### config.mk
export PLATFORM = sky130hd
export DESIGN_NAME = ifu_fetch_ctrl
export DESIGN_NICKNAME = d
export VERILOG_FILES = /design/src/rtl/ifu_fetch_ctrl.sv
export SDC_FILE = /design/constraint.sdc
export NUM_CORES = 1
export LEC_CHECK = 0
export ABC_AREA = 1
export BUFFER_PORTS_ARGS = -buffer_cell sky130_fd_sc_hd__buf_4
export CAP_MARGIN = 20
export CORE_ASPECT_RATIO = 1.5
export CORE_MARGIN = 4
export CORE_UTILIZATION = 51
export CTS_BUF_LIST = sky130_fd_sc_hd__clkbuf_8
export DETAILED_ROUTE_END_ITERATION = 12
export MAX_ROUTING_LAYER = met4
export PLACE_DENSITY_LB_ADDON = 0.12
export SYNTH_ARGS = -nofsm -noshare
export SYNTH_HDL_FRONTEND = slang
export SYNTH_SLANG_ARGS = --single-unit
### constraint.sdc
create_clock -name clk -period 1.7 [get_ports clk]
set_clock_uncertainty 0.15 [all_clocks]
set_input_delay 0.085 -clock clk [delete_from_list [all_inputs] [get_ports clk]]
set_output_delay 0.085 -clock clk [all_outputs]
set_load 0.02 [all_outputs]
### src/rtl/ifu_fetch_ctrl.sv
// ----------------------------------------------------------------------------
// ifu_fetch_ctrl
//
// Multi-cycle instruction fetch unit for the NPC core. It owns the fetch PC,
// issues one read per instruction on a valid/ready instruction-memory bus,
// holds the fetched word until the decode stage accepts it, and then waits
// for the execute/writeback side to supply the next PC. At most one
// instruction is in flight.
//
// Optional feature (compile-time macro):
//   IFU_ALIGN_CHECK_EN - when defined, a misaligned next_pc (bits [1:0] != 0)
//                        accepted from the back end sends the unit straight
//                        to the error state without a bus request. When not
//                        defined, the bus address is forced word-aligned and
//                        pc reports the unmasked value.
//
// Ports:
//   clk, rst                  core clock, synchronous active-high reset
//   araddr/arvalid/arready    instruction read request channel
//   rdata/rresp/rvalid/rready instruction read response channel
//   inst/pc/inst_valid/inst_ready       fetched instruction to the IDU
//   next_pc/next_pc_valid/next_pc_ready next fetch address from EXU/WBU
//   fetch_err                 sticky error flag; unit halted until rst
//   fetch_cnt                 instructions handed to the IDU (wraps)
// ----------------------------------------------------------------------------
module ifu_fetch_ctrl #(
  parameter logic [31:0] RESET_PC = 32'h8000_0000
) (
  input  logic        clk,
  input  logic        rst,
  output logic [31:0] araddr,
  output logic        arvalid,
  input  logic        arready,
  input  logic [31:0] rdata,
  input  logic [1:0]  rresp,
  input  logic        rvalid,
  output logic        rready,
  output logic [31:0] inst,
  output logic [31:0] pc,
  output logic        inst_valid,
  input  logic        inst_ready,
  input  logic [31:0] next_pc,
  input  logic        next_pc_valid,
  output logic        next_pc_ready,
  output logic        fetch_err,
  output logic [31:0] fetch_cnt
);

  localparam logic [2:0] S_REQ       = 3'd0;
  localparam logic [2:0] S_WAIT      = 3'd1;
  localparam logic [2:0] S_HOLD      = 3'd2;
  localparam logic [2:0] S_WAIT_NEXT = 3'd3;
  localparam logic [2:0] S_ERR       = 3'd4;

  logic [2:0]  state;
  logic [2:0]  state_next;
  logic [31:0] fetch_pc;
  logic        next_pc_misaligned;

  // Handshakes are qualified by the registered valid/ready outputs, so any
  // input strobe arriving outside its owning state is ignored for free.
  logic ar_fire;
  logic r_fire;
  logic i_fire;
  logic n_fire;

  assign ar_fire = arvalid & arready;
  assign r_fire  = rready & rvalid;
  assign i_fire  = inst_valid & inst_ready;
  assign n_fire  = next_pc_ready & next_pc_valid;

`ifdef IFU_ALIGN_CHECK_EN
  assign next_pc_misaligned = |next_pc[1:0];
  assign araddr             = fetch_pc;
`else
  assign next_pc_misaligned = 1'b0;
  assign araddr             = {fetch_pc[31:2], 2'b00};
`endif

  // NOTE: every variable driven here gets a default first, so no path can
  // leave it unassigned and infer a latch.
  always_comb begin
    state_next = state;
    case (state)
      S_REQ:       if (ar_fire) state_next = S_WAIT;
      S_WAIT:      if (r_fire)  state_next = (rresp == 2'b00) ? S_HOLD : S_ERR;
      S_HOLD:      if (i_fire)  state_next = S_WAIT_NEXT;
      S_WAIT_NEXT: if (n_fire)  state_next = next_pc_misaligned ? S_ERR : S_REQ;
      S_ERR:       state_next = S_ERR;
      default:     state_next = S_REQ;
    endcase
  end

  // Valid/ready outputs are registered copies of the next-state decode. This
  // keeps them free of combinational input paths and holds arvalid low for
  // the whole reset period; the first request appears one edge after rst
  // is released.
  // NOTE: sequential state uses non-blocking assignments only, so every
  // register samples the pre-edge values of the others.
  always_ff @(posedge clk) begin
    if (rst) begin
      state         <= S_REQ;
      fetch_pc      <= RESET_PC;
      pc            <= RESET_PC;
      inst          <= 32'h0;
      arvalid       <= 1'b0;
      rready        <= 1'b0;
      inst_valid    <= 1'b0;
      next_pc_ready <= 1'b0;
      fetch_err     <= 1'b0;
      fetch_cnt     <= 32'h0;
    end else begin
      state         <= state_next;
      arvalid       <= (state_next == S_REQ);
      rready        <= (state_next == S_WAIT);
      inst_valid    <= (state_next == S_HOLD);
      next_pc_ready <= (state_next == S_WAIT_NEXT);
      fetch_err     <= (state_next == S_ERR);

      // Any response (good or bad) publishes the fetch address on pc, so a
      // bus error leaves the faulting address visible.
      if (r_fire) begin
        pc <= fetch_pc;
        if (rresp == 2'b00) inst <= rdata;
      end

      if (i_fire) fetch_cnt <= fetch_cnt + 32'd1;

      if (n_fire) begin
        fetch_pc <= next_pc;
        // A misaligned target never reaches the bus; report it directly.
        if (next_pc_misaligned) pc <= next_pc;
      end
    end
  end

endmodule

==> results_dict.tcl <==
set metrics [dict create \
    place_ws_ns 0.1163 \
    finalSetupViolCount 0 \
    cp_cell_sequence "nand2_2, inv_2, nand2_2, inv_1, buf_4, nor2_1, nor2_1" \
    die_y_um 136.9 \
    initial_core_util 0.5276 \
    crit_path_max_incr_delay_ns 0.38 \
    p_per_area_nw_per_um2 799.9 \
    cts_sinks 136 \
    fin_crit_ns 1.582 \
    place_congestion 0.9317 \
    drc_errors 0 \
    route.detailed.wl_per_inst_um 14.50 \
    leakagePower_nw 3.777 \
    drive_above_1_share 0.2709 \
    clk_pin_slew_ns 0.08 \
    drt_iter0_markers 272 \
    multi_input_area_um2 2367 \
    nFillCells 806 \
    synth_top_area_frac 0.4821 \
    top_level_ports 205 \
    yosys_warnings 0 \
    fin_setup_tns_ns 0 \
    fmax_mhz 632.2 \
    cp-end-kind "flop" \
    grt_max_degree 70 \
    critPathTopFamily "buffers and inverters" \
    dp.final_hpwl_um 11530 \
    cts_tree "yes" \
    core-area_um2 10710 \
    cp-start-kind "flop" \
    min_path_type "in2reg" \
    io_buffers 202 \
    grt_overflow 0 \
    synth_top_cell_by_area "dfxtp_1" \
    fin_ws_ns 0.1183 \
    ys_async_sr_fraction 0 \
    final_util 0.7689 \
    required_ns 1.92 \
    synth_common_cells "nor2_1 (244), dfxtp_1 (136), o21ai_0 (106)" \
    syn-cell-area_um2 5648 \
    avgViaCountPerCell 4.987 \
    rsz0062_at_grt "no" \
    rows 46 \
    area_delta_synth_final_pct 45.75 \
    yosysMostFrequentCell "nor2_1" \
    die-area_um2 12860 \
    drt_pass1_iterations 4 \
    dieWidth_um 93.93 \
    yosysSeqAreaShare 0.4821 \
    critPathKind "reg2reg" \
    crit_slowest_cell "dfxtp_1" \
    antenna_left 0 \
    cts_buffer_depth 2 \
    period_share 0.9304 \
    worstSetupStartpoint "rready" \
    cts_htree_levels 4 \
    syn_inst 772 \
    syn_area_per_cell_um2 7.316 \
    register_area_um2 2723 \
    path_max_fanout 32 \
    path_buf_inv 3 \
    synth_edf_count 0 \
    grt_usage 0.2687 \
    status "finished, final reports clean" \
    hold_viol 0 \
    worstReg2RegStart "rready" \
    synth_cell_types 30 \
    grt_pass1_wl_um 26420 \
    antenna_found_initial 0 \
    synth_area_leaders "dfxtp_1 (48%), nor2_1 (16%), o21ai_0 (9.4%)" \
    yosys_register_bits 136 \
    clk_latency_ns 0.44 \
    cts_made_buffers 17 \
    final_net_count 1090 \
    arrival_ns 1.80 \
    grt_pass1_vias 5740 \
    ys.flop_type "dfxtp_1" \
    routed_wl_um 17030 \
    cap_violations 0 \
    ir_drop_mv 0.5240 \
    maxSlewViolCount 0 \
    root_buffer "clkbuf_8" \
    hp-start "arready" \
    routed-via-count 5860 \
]
[timing repair]
action / 4_1_cts / 5_1_grt
buffers inserted: 0 / 2
resized for setup: 0 / 3
hold endpoints to repair: 81 / 0
setup endpoints to repair: 0 / 7
hold buffers: 69 / 0
[report_power, final]
group | internal (W) | total (W) | switching, W
Clock | 0.00131 | 0.00257 | 0.00126
Sequential | 0.00325 | 0.00329 | 0.0000391
Combinational | 0.000373 | 0.000724 | 0.000351
[routing by layer]
layer	global-route usage	wire length, um	up-vias
met5	-	0	-
met4	0.1606	739	0
met3	0.05831	938	68
met2	0.4895	9377	212
met1	0.2542	5977	2662
li1	-	-	2918
[kinds of logic after synthesis]
kind of cell | count (synthesis) | synth area share
other | 1 | 0.0006640
buffers and inverters | 118 | 0.1017
AO/OA/AOI/OAI | 128 | 0.1154
AND/OR/NAND/NOR | 388 | 0.2980
adder cells (fa/ha/maj) | 1 | 0.002215
flip-flops | 136 | 0.4821
[registers in the layout (all words and copies together), names as in the netlist]
register       cells
fetch_pc          32
inst_valid         1
fetch_cnt         32
pc                32
fetch_err          1
state              3
rready             1
inst              32
next_pc_ready      1
arvalid            1
[worst min-delay path: stages]
cell and delay [ns]:
buf_4 0.08, nand3_1 0.06, o21ai_0 0.21, o21ai_1 0.10
inv_1 0.06
[area by class of cell]
type                       count  area share
antenna                        1   0.0003040
clock buffer                  17     0.02842
clock inverter                15     0.01885
inverter                      54     0.02462
multi-input combinational    519      0.2876
sequential                   136      0.3307
tap                          144     0.02189
timing repair buffer         289      0.2876
[metrics by stage]
stage / cells / hold WS, ns / cell area (um2) / power [W]
finish: 1175 / 0.03363 / 8232 / 0.006585
global route: 1174 / 0.1033 / 8229 / 0.006849
CTS: 1172 / 0.003225 / 8202 / 0.006647
detailed placement: 1071 / 0.1624 / 7122 / 0.003943
global placement: 1071 / 0.1459 / 7122 / 0.003928
floorplan: 773 / 0.04822 / 5652 / 0.003657
[layout by cell type, fill, tap and decap left out, types with 4 or more instances in the layout]
| master | n |
|---|---|
| nor2_1 | 243 |
| clkinv_4 | 5 |
| inv_2 | 4 |
| nand4_1 | 16 |
| clkbuf_8 | 17 |
| nand2_2 | 4 |
| dfxtp_1 | 136 |
| a21oi_1 | 16 |
| nand2_1 | 76 |
| o21ai_0 | 106 |
| dlygate4sd3_1 | 69 |
| nor2_4 | 6 |
| buf_4 | 218 |
| inv_1 | 51 |
| nand3_1 | 23 |
| nor2_2 | 5 |
| nand3_2 | 4 |
[worst paths after layout]
path	cells after the start	slack, ns	to
worst min-delay path	5	0.03	state[0]
worst min register to register	2	0.33	fetch_pc[0]
worst max-delay path	7	0.12	inst[0]
worst max register to register	7	0.12	inst[0]
(Power assumes the default switching activity.)
